<file path="src/rtl/rfid_rx_pkg.sv">
// Shared definitions for the RFID receive-side sequencing blocks:
// the state encodings, the datapath widths and the window-length helpers.
package rfid_rx_pkg;

    localparam int SPEED_W = 3;
    localparam int CNT_W   = 18;
    localparam int STATE_W = 3;

    typedef enum logic [STATE_W-1:0] {
        ST_IDLE    = 3'd0,
        ST_GUARD   = 3'd1,
        ST_LISTEN  = 3'd2,
        ST_RECEIVE = 3'd3,
        ST_HOLD    = 3'd4
    } rx_state_e;

    // Guard length is the base length scaled down by the BLF speed code.
    // The result is clamped to one cycle, because a zero load would never expire
    // and would leave the sequencer stuck in GUARD.
    function automatic logic [CNT_W-1:0] guard_len(input logic [31:0]        base,
                                                   input logic [SPEED_W-1:0] speed);
        logic [31:0] g;
        g = base >> speed;
        if (g == 32'd0) begin
            g = 32'd1;
        end
        return CNT_W'(g);
    endfunction

    // The listen timeout is four guard lengths, plus one more when the tag
    // sends the extended preamble.
    function automatic logic [CNT_W-1:0] timeout_len(input logic [CNT_W-1:0] g,
                                                     input logic             trext);
        logic [CNT_W+2:0] t;
        t = {3'b000, g} << 2;
        if (trext) begin
            t = t + {3'b000, g};
        end
        return CNT_W'(t);
    endfunction

endpackage

</file>
<file path="src/rtl/rx_seq_timer.sv">
// Down-counter for the receive sequencer. A load sets the count to N, and
// expire_o is high in the Nth cycle after the load. A load value of zero leaves
// the counter idle.
module rx_seq_timer
    import rfid_rx_pkg::*;
(
    input  logic             clk_i,
    input  logic             rst_n,
    input  logic             load_i,
    input  logic [CNT_W-1:0] load_val_i,
    output logic             expire_o
);

    logic [CNT_W-1:0] cnt_q;
    logic [CNT_W-1:0] cnt_d;

    // A load takes priority. Otherwise count down and stop at zero.
    always_comb begin
        cnt_d = cnt_q;
        if (load_i) begin
            cnt_d = load_val_i;
        end else if (cnt_q != '0) begin
            cnt_d = cnt_q - CNT_W'(1);
        end
    end

    // Count register.
    always_ff @(posedge clk_i or negedge rst_n) begin
        if (!rst_n) begin
            cnt_q <= '0;
        end else begin
            cnt_q <= cnt_d;
        end
    end

    assign expire_o = (cnt_q == CNT_W'(1));

endmodule

</file>
<file path="src/rtl/rx_seq_ctrl.sv">
// Receive-window sequencer. After the reader finishes a frame, it waits out the
// guard time, listens for tag power, then keeps the receive datapath enabled
// until the decoder reports a frame or a window limit runs out. It then settles
// in HOLD for a short time before it goes back to IDLE.
module rx_seq_ctrl
    import rfid_rx_pkg::*;
#(
    parameter int unsigned GUARD_BASE = 4096,
    parameter int unsigned RX_MAX     = 200000,
    parameter int unsigned HOLD_CYC   = 8
) (
    input  logic               clk_i,
    input  logic               rst_n,
    input  logic               tx_done_i,
    input  logic               abort_i,
    input  logic [SPEED_W-1:0] set_speed_i,
    input  logic               set_trext_i,
    input  logic [1:0]         de_mode_i,
    input  logic               sig_detect_i,
    input  logic               decode_done_i,
    output logic               sample_enable_o,
    output logic               rx_enable_o,
    output logic [SPEED_W-1:0] set_speed_o,
    output logic               set_trext_o,
    output logic [1:0]         de_mode_o,
    output logic               rx_done_o,
    output logic               rx_timeout_o,
    output logic               rx_overrun_o,
    output logic               tx_collide_o,
    output logic               busy_o,
    output logic [STATE_W-1:0] state_o
);

    localparam logic [CNT_W-1:0] RX_MAX_L   = CNT_W'(RX_MAX);
    localparam logic [CNT_W-1:0] HOLD_CYC_L = CNT_W'(HOLD_CYC);

    rx_state_e          state_q, state_d;
    logic [SPEED_W-1:0] speed_q, speed_d;
    logic               trext_q, trext_d;
    logic [1:0]         mode_q, mode_d;
    logic               rx_en_q, rx_en_d;
    logic               smp_en_q, smp_en_d;
    logic               done_q, done_d;
    logic               timeout_q, timeout_d;
    logic               overrun_q, overrun_d;
    logic               collide_q, collide_d;

    logic               tmr_load;
    logic [CNT_W-1:0]   tmr_val;
    logic               tmr_expire;

    rx_seq_timer u_timer (
        .clk_i      (clk_i),
        .rst_n      (rst_n),
        .load_i     (tmr_load),
        .load_val_i (tmr_val),
        .expire_o   (tmr_expire)
    );

    // Next state, timer loads, config latch and status pulses. Abort overrides everything.
    always_comb begin
        state_d   = state_q;
        speed_d   = speed_q;
        trext_d   = trext_q;
        mode_d    = mode_q;
        done_d    = 1'b0;
        timeout_d = 1'b0;
        overrun_d = 1'b0;
        collide_d = 1'b0;
        tmr_load  = 1'b0;
        tmr_val   = '0;

        if (abort_i) begin
            state_d = ST_IDLE;
        end else begin
            if (tx_done_i && (state_q != ST_IDLE)) begin
                collide_d = 1'b1;
            end
            case (state_q)
                ST_IDLE: begin
                    if (tx_done_i) begin
                        speed_d  = set_speed_i;
                        trext_d  = set_trext_i;
                        mode_d   = de_mode_i;
                        tmr_load = 1'b1;
                        tmr_val  = guard_len(32'(GUARD_BASE), set_speed_i);
                        state_d  = ST_GUARD;
                    end
                end
                ST_GUARD: begin
                    if (tmr_expire) begin
                        tmr_load = 1'b1;
                        tmr_val  = timeout_len(guard_len(32'(GUARD_BASE), speed_q), trext_q);
                        state_d  = ST_LISTEN;
                    end
                end
                ST_LISTEN: begin
                    if (sig_detect_i) begin
                        tmr_load = 1'b1;
                        tmr_val  = RX_MAX_L;
                        state_d  = ST_RECEIVE;
                    end else if (tmr_expire) begin
                        timeout_d = 1'b1;
                        tmr_load  = 1'b1;
                        tmr_val   = HOLD_CYC_L;
                        state_d   = ST_HOLD;
                    end
                end
                ST_RECEIVE: begin
                    if (decode_done_i) begin
                        done_d   = 1'b1;
                        tmr_load = 1'b1;
                        tmr_val  = HOLD_CYC_L;
                        state_d  = ST_HOLD;
                    end else if (tmr_expire) begin
                        overrun_d = 1'b1;
                        tmr_load  = 1'b1;
                        tmr_val   = HOLD_CYC_L;
                        state_d   = ST_HOLD;
                    end
                end
                ST_HOLD: begin
                    if (tmr_expire) begin
                        state_d = ST_IDLE;
                    end
                end
                default: begin
                    state_d = ST_IDLE;
                end
            endcase
        end
    end

    // Enables follow the state one cycle later. An abort clears them at the same edge that forces IDLE.
    always_comb begin
        rx_en_d  = 1'b0;
        smp_en_d = 1'b0;
        if (!abort_i) begin
            rx_en_d  = (state_q == ST_LISTEN) || (state_q == ST_RECEIVE);
            smp_en_d = (state_q == ST_GUARD) || (state_q == ST_LISTEN) ||
                       (state_q == ST_RECEIVE);
        end
    end

    // State, configuration, enable and pulse registers.
    always_ff @(posedge clk_i or negedge rst_n) begin
        if (!rst_n) begin
            state_q   <= ST_IDLE;
            speed_q   <= '0;
            trext_q   <= 1'b0;
            mode_q    <= '0;
            rx_en_q   <= 1'b0;
            smp_en_q  <= 1'b0;
            done_q    <= 1'b0;
            timeout_q <= 1'b0;
            overrun_q <= 1'b0;
            collide_q <= 1'b0;
        end else begin
            state_q   <= state_d;
            speed_q   <= speed_d;
            trext_q   <= trext_d;
            mode_q    <= mode_d;
            rx_en_q   <= rx_en_d;
            smp_en_q  <= smp_en_d;
            done_q    <= done_d;
            timeout_q <= timeout_d;
            overrun_q <= overrun_d;
            collide_q <= collide_d;
        end
    end

    assign sample_enable_o = smp_en_q;
    assign rx_enable_o     = rx_en_q;
    assign set_speed_o     = speed_q;
    assign set_trext_o     = trext_q;
    assign de_mode_o       = mode_q;
    assign rx_done_o       = done_q;
    assign rx_timeout_o    = timeout_q;
    assign rx_overrun_o    = overrun_q;
    assign tx_collide_o    = collide_q;
    assign busy_o          = (state_q != ST_IDLE);
    assign state_o         = state_q;

endmodule

</file>
<file path="config.mk">
export PLATFORM = sky130hd
export DESIGN_NAME = rx_seq_ctrl
export DESIGN_NICKNAME = d
export VERILOG_FILES = /design/src/rtl/rfid_rx_pkg.sv /design/src/rtl/rx_seq_timer.sv /design/src/rtl/rx_seq_ctrl.sv
export SDC_FILE = /design/constraint.sdc
export NUM_CORES = 1
export LEC_CHECK = 0
export CAP_MARGIN = 20
export CELL_PAD_IN_SITES_DETAIL_PLACEMENT = 1
export CELL_PAD_IN_SITES_GLOBAL_PLACEMENT = 2
export CORE_AREA = 2 2 84 106
export CTS_BUF_LIST = sky130_fd_sc_hd__clkbuf_2 sky130_fd_sc_hd__clkbuf_4 sky130_fd_sc_hd__clkbuf_8
export DETAILED_ROUTE_END_ITERATION = 10
export DIE_AREA = 0 0 86 108
export HOLD_SLACK_MARGIN = 0.02
export PLACE_DENSITY_LB_ADDON = 0.05
export SYNTH_ARGS = -nofsm -noshare
export SYNTH_HDL_FRONTEND = slang
export SYNTH_SLANG_ARGS = --single-unit
</file>
<file path="constraint.sdc">
create_clock -name clk_i -period 2.9 [get_ports clk_i]
set_input_delay 0.58 -clock clk_i [delete_from_list [all_inputs] [get_ports clk_i]]
set_output_delay 0.58 -clock clk_i [all_outputs]
set_load 0.01 [all_outputs]
</file>
==> key figures <==
Status
  – Status: complete, no violations

Critical path
  – Delay of the slowest critical-path stage: 530 ps
  – Worst Path Required: between 2000 and 2500 ps
  – Startpoint Class: register
  – Reg2reg path depth: 5
  – Crit path max-delay family: buffers and inverters
  – Bufs and invs on worst path: 2
  – Crit-path slowest cell: dfrtp_1
  – Worst reg2reg startpoint: u_timer.cnt_q[5]
  – Critical Path, Cell by Cell: nor3_1, inv_1, clkdlybuf4s50_1
  – CP endpoint: busy_o
  – Max FO, Critical Path: 14
  – CP Data Arrival Time: 1730 ps
  – Crit Path Category: reg -> out
  – RR Endpoint: u_timer.cnt_q[5]
  – CP Depth: 3
  – Worst reg2reg setup slack: ~650 ps
  – Crit end category: primary output
  – Critical Path Start: state_o[0]

Layout
  – Area of the multi-input gates: 1110 um2
  – Register area: 826 um2
  – Layout cell share with drive strength beyond 1: between 10 and 15%
  – Commonest cells after routing, fill and taps aside: dfrtp_1, clkdlybuf4s50_1, nor2_1
  – Layout Cells excl Fill: 344
  – N_diodes: 0
  – Area Growth Syn to Fin: 25.4%
  – Layout fillers: 945
  – Most common cell after layout, fill and taps aside: dfrtp_1
  – Final layout net count: 262

STA
  – Max Clk Rate: 433 MHz
  – Tcrit/Tclk final: about four fifths
  – Final clock skew: 3.82 ps
  – RSZ-0062 raised after global routing: no
  – Min cycle time layout: 2310 ps
  – Setup TNS: 0 ps
  – Worst Tran Pin Value: between 500 and 600 ps
  – Count of final max-slew check failures: 0
  – Final Hold Fails: 0
  – Rel. slew slack: about two thirds
  – Setup violators final: 0

Synth
  – Post-Synth Simple-Gate Area: 27.3%
  – Async S/R FF share, synth: 100%
  – Register area share after synthesis: 41.3%
  – Adder-cell share of the synthesized area: 2.50%
  – Synth cell types: 47
  – Post-Syn Area: 2000 um2
  – Synth Warn #: 0
  – Largest family of logic cells by synthesized area: simple AND/OR/NAND/NOR gates
  – Xor/xnor cell area share of the yosys netlist: 7.00%
  – Avg Inst Size Synth: about 9.3 um2
  – Compound-cell area share of the yosys netlist: a little over an eighth
  – Most frequently used flop master after synthesis: dfrtp_1
  – Syn nets: 231
  – Number of synthesized flops with an enable pin: 0
  – FF+latch count, synth: 33
  – Synth Instances: 215
  – Fraction of synthesized area in multiplexers: 4.94%

GRT
  – Vias in the first global route: 2,008
  – Global-route wire length before repair: 10,400 um
  – Largest net degree at the start of global routing: 34
  – Gr usage total: 14.5%
  – Total global routing overflow: 0
  – Initial antenna violation count: 0

Clocking
  – Hold_buf cts: 0
  – CTS Sinks: 33
  – Clock Tree Root: clkbuf_8
  – CTS HTree Levels: 2
  – Clock transition at the registers of the reported paths: approximately 70 ps
  – CTS resizes: 0
  – Clk Latency, worst-skew pair: 290 ps
  – CTS tree: built
  – Clk buf depth: 2
  – CTS Buf Count: 5
  – Post-CTS Setup Inserts: 0

Placed design
  – IO buf count: 27
  – Placed Cells: 336
  – Hpwl dp: roughly 4700 um
  – Final estimated routing congestion in global placement: 0.764

Pwr
  – Switching share of total power: 40.3%
  – P_int: 1.17 mW
  – Clock network fraction of total power: 19.8%
  – Cell area power density: 779 nW/um2
  – Standby leakage power: 1.02 nW
  – Gate power share: 40.3%
  – Flop pwr share: 39.9%
  – Psw: 0.788 mW
  – Maximum VDD drop: around 0.00024 V

Floorplanning
  – Die H: ~110 um
  – Total die area: 9290 um2
  – Die Width: 86 um
  – Placeable Area: 8190 um2
  – Num ports: 28
  – Row count: 37
  – Initial core utilization: 24.4%

Run
  – Max cap viols: 0

Detailed routing
  – TritonRoute pass-1 iters: 4
  – DR vias: around 1,800
  – WL final: 6090 um
  – Via density: 5.09
  – DRC viols: 0
  – Drt wl/cell: 17.7 um
  – Antenna-violating nets left: 0
  – Initial DRC count: 50

Hold path
  – Hold Crit Class: reg -> reg
==> per-stage QoR <==
| step | setup WS, ps | instance area [um2] | power, mW | util, % | hold WS (ps) |
|---|---|---|---|---|---|
| 3_3_place_gp | 530 | 2410 | 1.58 | 29.4 | 492 |
| 2_1_floorplan | 843 | 2000 | 1.29 | - | 284 |
| 4_1_cts | 574 | 2510 | 1.98 | 30.6 | 529 |
| 5_1_grt | 449 | 2510 | 2.12 | 30.6 | 558 |
| 3_5_place_dp | 504 | 2410 | 1.58 | 29.4 | 508 |
| 6_report | 588 | 2510 | 1.96 | 30.6 | 523 |
==> cell usage after synthesis, types with 4 or more instances <==
cell	n	area (um2)
a31oi_1	6	37.5
clkbuf_1	8	30.0
dfrtp_1	33	826
ha_1	4	50.1
inv_1	6	22.5
mux2_2	7	78.8
nand2_1	15	56.3
nand2b_1	8	50.1
nand4_1	4	25.0
nor2_1	18	67.6
nor3_1	15	75.1
nor3b_1	4	30.0
nor4_1	6	37.5
o21ai_0	8	40.0
o31ai_1	4	30.0
or2_2	4	25.0
xnor2_1	11	96.3
xor2_1	5	43.8
==> worst min-delay path by stage <==
stage | start | end | slack (ps) | cells past startpoint
2_1_floorplan | rst_n | de_mode_o[0] | 280 | 0
3_3_place_gp | de_mode_o[1] | de_mode_o[1] | 490 | 1
3_5_place_dp | de_mode_o[0] | de_mode_o[0] | 510 | 1
4_1_cts | de_mode_o[0] | de_mode_o[0] | 530 | 1
5_1_grt | de_mode_o[0] | de_mode_o[0] | 560 | 1
6_report | de_mode_o[0] | de_mode_o[0] | 520 | 1
==> metal layers <==
metal	vias to the layer above	routed length (um)	track usage (%)
li1	837	-	-
met1	863	2680	17.8
met2	40	3070	24.9
met3	11	184	2.98
met4	0	162	5.56
met5	-	0	0
==> cells by family (layout without fill, tap and decap cells) <==
logic type,count (synthesis),count (layout)
AOI/OAI and AO/OA,40,40
xor gates and xnor gates,16,16
adders and majority gates,4,4
buffers and inverters,17,49
DFF,33,33
muxes,9,9
and+or+nand+nor,96,96
==> flip-flops by register name, indices dropped and copies added, names as in the netlist <==
| signal | flops |
|---|---|
| de_mode_o | 2 |
| rx_done_o | 1 |
| rx_enable_o | 1 |
| rx_overrun_o | 1 |
| rx_timeout_o | 1 |
| sample_enable_o | 1 |
| set_speed_o | 3 |
| set_trext_o | 1 |
| state_o | 3 |
| tx_collide_o | 1 |
| u_timer.cnt_q | 18 |
==> power by group through the flow <==
stage	clock network, mW	registers [mW]	logic [mW]
floorplan	0	0.734	0.554
global placement	0	0.781	0.799
detailed placement	0	0.789	0.787
CTS	0.401	0.781	0.797
global route	0.428	0.812	0.878
finish	0.387	0.781	0.788
==> worst register-to-register path, stage by stage (launching register included) <==
cell and delay (ps):
dfrtp_1 420, or4_1 620, or4_4 580, nor4_1 330, o21ai_1 130, o31ai_1 80
==> cell type report <==
cell class | instances | area share, %
multi-input cells | 165 | 44.2
inverters | 6 | 0.897
repair buffers | 35 | 13.2
well taps | 97 | 4.84
clock buffers | 7 | 3.84
flip-flops and latches | 33 | 32.9
clock inverters | 1 | 0.199
Power figures use the tool's default switching activity.
==> RTL change 1: new RTL, same settings <==
Make the reset (`rst_n`) synchronous in 2 clocked blocks.
--- a/src/rtl/rx_seq_timer.sv
+++ b/src/rtl/rx_seq_timer.sv
@@ -25,7 +25,7 @@
     end
 
     // Count register.
-    always_ff @(posedge clk_i or negedge rst_n) begin
+    always_ff @(posedge clk_i) begin
         if (!rst_n) begin
             cnt_q <= '0;
         end else begin
--- a/src/rtl/rx_seq_ctrl.sv
+++ b/src/rtl/rx_seq_ctrl.sv
@@ -143,7 +143,7 @@
     end
 
     // State, configuration, enable and pulse registers.
-    always_ff @(posedge clk_i or negedge rst_n) begin
+    always_ff @(posedge clk_i) begin
         if (!rst_n) begin
             state_q   <= ST_IDLE;
             speed_q   <= '0;
Behaviour: differs if rst_n is asserted again (counterexample within 4 cycles, from zero or initial values and one cycle with rst_n low); with rst_n held inactive, the same outputs for 10 cycles.
==> RTL change 1 against the original RTL <==
- die area did not move
- global-route usage is 0.45 points higher
- final area is 3.4% lower
- synthesized cell count is 8.4% higher
- worst setup slack improved by 0.018 ns
- sequential cell count stayed put
- total power grew 25%
- clock power down 3%
- routed wire length increased by 5.6%
- largest power group unchanged
- cell count rose by 4.4%
- synthesized area fell by 1.8%
==> RTL change 1: results (changes against the original RTL) <==
| Metric | Value |
|---|---|
| Outcome | `complete, no violations` |
| Worst-case clock buffer depth | `2 (unchanged)` |
| Largest net degree at the start of global routing | `15 (-56%)` |
| Layout cells sized above 1 | `0.09924 (-0.03842)` |
| Setup bufs post-CTS | `0 (unchanged)` |
| Met1 wire length | `3025 um (+13%)` |
| Adder-Cell Fraction of Synth Area | `0.02546 (+0.0004615)` |
| Post-Synth XOR/XNOR Area | `0.04010 (-0.02990)` |
| Setup WS pre-CTS | `0.5848 ns (+0.08091 ns)` |
| Peak supply drop | `284.0 uV (+17%)` |
| Mux cell area share after synthesis | `0.03055 (-0.01882)` |
| Initial antenna violation count | `0 (unchanged)` |
| Fin nets | `278 (+6.1%)` |
| DR WL met2 | `3120 um (+1.8%)` |
| Slew headroom | `0.6115 (-0.04123)` |
| Asr flop ratio synth | `0 (-1.000)` |
| CTS root buf | `clkbuf_8` |
| Yosys Warn Count | `0 (unchanged)` |
| GRT Overall Usage | `0.1497 (+0.004489)` |
| DR top layer | `met4` |
| Clock Skew | `0.008292 ns (+0.004471 ns)` |
| Initial DRC count | `36 (-28%)` |
| Primary FF master, synth | `dfxtp_1` |
| Sequential area share after synthesis | `0.3361 (-0.07641)` |
| Commonest cells in the netlist | `dfxtp_1 (33), nor2_1 (27), nand2_1 (20)` |
| RePlAce Congestion | `0.7326 (-4.1%)` |
| Placed instance area | `2335 um^2 (-3.1%)` |
| CP Max Fanout | `13 (-1)` |
| Largest cells by area after synthesis | `dfxtp_1 (34%), nor2_1 (5.2%), nor3_1 (4.1%)` |
| Post-DR wirelength/cell | `17.92 um (+1.2%)` |
| Met3 wire len | `169 um (-8.2%)` |
| Yosys cell types | `61 (+30%)` |
| Setup TNS | `0 ns (unchanged)` |
| Arr. time, crit path | `1.71 ns (-0.02 ns)` |
| DR vias | `1847 (+5.5%)` |
| Number of global-route vias before repair | `1964 (-2.2%)` |
| Synthesized net count | `249 (+7.8%)` |
| First-pass GRT wire length | `10610 um (+1.9%)` |
| HPWL after detailed placement | `4992 um (+6.1%)` |
| Synth Area in Compound Gates | `0.1808 (+0.04453)` |
| Leak | `0.8824 nW (-14%)` |
| # diodes | `0 (unchanged)` |
## RTL change 1: changes by cell type after synthesis, sizes merged, moves of 4 or more
cell    before  now
xnor2       11    7
mux2         7    0
nand2       15   21
dfrtp       33    0
a21oi        3   10
clkbuf       8    3
o21ai       11    6
a31oi        6    2
dfxtp        0   33
mux2i        2    6
nor2        19   27
## RTL change 1: area by class of cell
class / instances / area (um^2)
fill: 959 / 5769
inverter: 6 / 22.52
sequential: 33 / 660.6
timing repair buffer: 30 / 292.8
clock buffer: 7 / 90.09
multi-input combinational: 186 / 1237
tap: 97 / 121.4
## RTL change 1: critical path, cell delays in order, from the launching register on
cell and delay, ns:
dfxtp_1 0.45, or3_1 0.47, clkdlybuf4s50_1 0.51
## RTL change 1: logic make-up after synthesis
| logic type | count (synthesis) |
|---|---|
| compound gates | 49 |
| flops | 33 |
| fa+ha+maj | 4 |
| xor+xnor | 9 |
| simple gates | 118 |
| mux | 6 |
| buf+inv | 14 |
## RTL change 1: where the power goes
group / internal [mW] / leakage, nW / switching, mW / total, mW
sequential: 0.574 / 0.269 / 0.175 / 0.749
combinational: 0.536 / 0.565 / 0.777 / 1.31
clock: 0.198 / 0.0477 / 0.179 / 0.377
total: 1.31 / 0.882 / 1.13 / 2.44
## RTL change 1: per-layer routing
metal,GRT usage,vias to the layer above
met3,0.03130,9
li1,-,925
met5,0,-
met4,0.05215,0
met2,0.2514,26
met1,0.1889,887
## RTL change 1: path summary, 6_finish.rpt
kind / from / to / slack, ns / depth (start not counted)
max: state_o[1] / busy_o / 0.61 / 2
min reg2reg: de_mode_o[1] / de_mode_o[1] / 0.51 / 2
max reg2reg: u_timer.cnt_q[12] / u_timer.cnt_q[14] / 0.65 / 5
min: de_mode_o[1] / de_mode_o[1] / 0.51 / 2
## RTL change 1: through the flow
stage | std cells | hold WS, ns | utilization
finish | 359 | 0.5109 | 0.2959
floorplan | 233 | 0.5001 | -
CTS | 359 | 0.5196 | 0.2959
global placement | 352 | 0.4826 | 0.2849
detailed placement | 352 | 0.4969 | 0.2849
global route | 359 | 0.5577 | 0.2959
==> RTL change 2: new RTL, same settings <==
Without the edit above. `SPEED_W`: 3 -> 4.
--- a/src/rtl/rfid_rx_pkg.sv
+++ b/src/rtl/rfid_rx_pkg.sv
@@ -2,7 +2,7 @@
 // the state encodings, the datapath widths and the window-length helpers.
 package rfid_rx_pkg;
 
-    localparam int SPEED_W = 3;
+    localparam int SPEED_W = 4;
     localparam int CNT_W   = 18;
     localparam int STATE_W = 3;
 
Ports: changed (resized set_speed_i and set_speed_o); port bits go from 28 to 30. The function was not compared with the original's and may differ.
==> RTL change 2 against the original RTL <==
- core utilization rose by 11 points
- routed wire length rose by 44%
- combinational power rose by 120%
- die area did not move
- worst setup slack got worse by 0.42 ns
- count of clock-buffer cells in the layout fell by 1
- via count rose by 51%
- final area rose by 35%
- synthesized cell count rose by 53%
- total power rose by 53%
- synthesized area rose by 38%
- sequential cell count rose by 1
==> RTL change 2: results (changes against the original RTL) <==
| Metric | Value |
|---|---|
| Final core occ | `0.4141 (+0.1078)` |
| DR vias | `2639 (+51%)` |
| Yosys reg bits | `34 (+3.0%)` |
| Slew headroom | `0.4404 (-0.2123)` |
| Non-clk bufs | `54 (+54%)` |
| Outcome | `complete, no violations` |
| Clock Latency Late Sink | `0.31 ns (+0.02 ns)` |
| Synth Instances | `329 (+53%)` |
| Met2 Use GR | `0.3361 (+0.08693)` |
| Placed cells | `462 (+38%)` |
| Met1 wire length | `4095 um (+53%)` |
| Fin nets | `398 (+52%)` |
| Filler cells | `992 (+5.0%)` |
| Arr. time, crit path | `2.92 ns (+1.19 ns)` |
| Layout cells sized above 1 | `0.1394 (+0.001758)` |
| Commonest cells in the netlist | `dfrtp_1 (34), nor2_1 (30), nand2_1 (25)` |
| Post-DR wirelength/cell | `18.70 um (+5.6%)` |
| GRT Overall Usage | `0.2003 (+0.05512)` |
| FF-to-FF End | `u_timer.cnt_q[14]` |
| Port bufs | `29 (+7.4%)` |
| Sequential area share after synthesis | `0.3081 (-0.1044)` |
| Synthesized net count | `355 (+54%)` |
| Clk tree area frac | `0.02802 (-0.01236)` |
| First-pass GRT wire length | `14530 um (+39%)` |
| CP Max Fanout | `8 (-6)` |
| Met3 wire len | `176 um (-4.3%)` |
| Largest cells by area after synthesis | `dfrtp_1 (31%), ha_1 (5.9%), a21oi_1 (4.2%)` |
| Largest delay share family, worst path | `compound AO/OA/AOI/OAI gates` |
| Peak supply drop | `447.4 uV (+84%)` |
| RePlAce Congestion | `0.8589 (+12%)` |
| FF-to-FF Start | `set_speed_o[1]` |
| Sequential share of power | `0.299 (-0.100)` |
| Yosys cell types | `64 (+36%)` |
| Leak | `1.406 nW (+38%)` |
| Setup slack, reg-to-reg | `0.17 ns (-0.48 ns)` |
| Inverter count | `8 (+2)` |
RTL change 2: timing repair:
item | CTS | global route
buffers inserted | 0 | 0
gates resized for setup | 1 | 5
endpoints found under the setup margin | 1 | 4
RTL change 2: worst max path at each step:
stage / from / end / slack [ns] / cells after the start
finish: set_speed_o[1] / u_timer.cnt_q[14] / 0.17 / 9
global route: set_speed_o[1] / u_timer.cnt_q[14] / 0.03 / 9
CTS: set_speed_o[2] / u_timer.cnt_q[8] / 0.05 / 10
detailed placement: set_speed_o[0] / u_timer.cnt_q[8] / -0.04 / 9
global placement: set_speed_o[0] / u_timer.cnt_q[8] / 0.01 / 9
floorplan: set_speed_o[2] / u_timer.cnt_q[13] / 0.23 / 10
RTL change 2: cells by family (layout without fill, tap and decap cells):
group	after synthesis	count (layout)	share of synthesized area
muxes	12	12	0.04576
DFF	34	34	0.3081
xor gates and xnor gates	21	21	0.06661
and+or+nand+nor	140	140	0.2832
AOI/OAI and AO/OA	83	83	0.1980
adders and majority gates	13	13	0.05890
buffers and inverters	26	70	0.03942
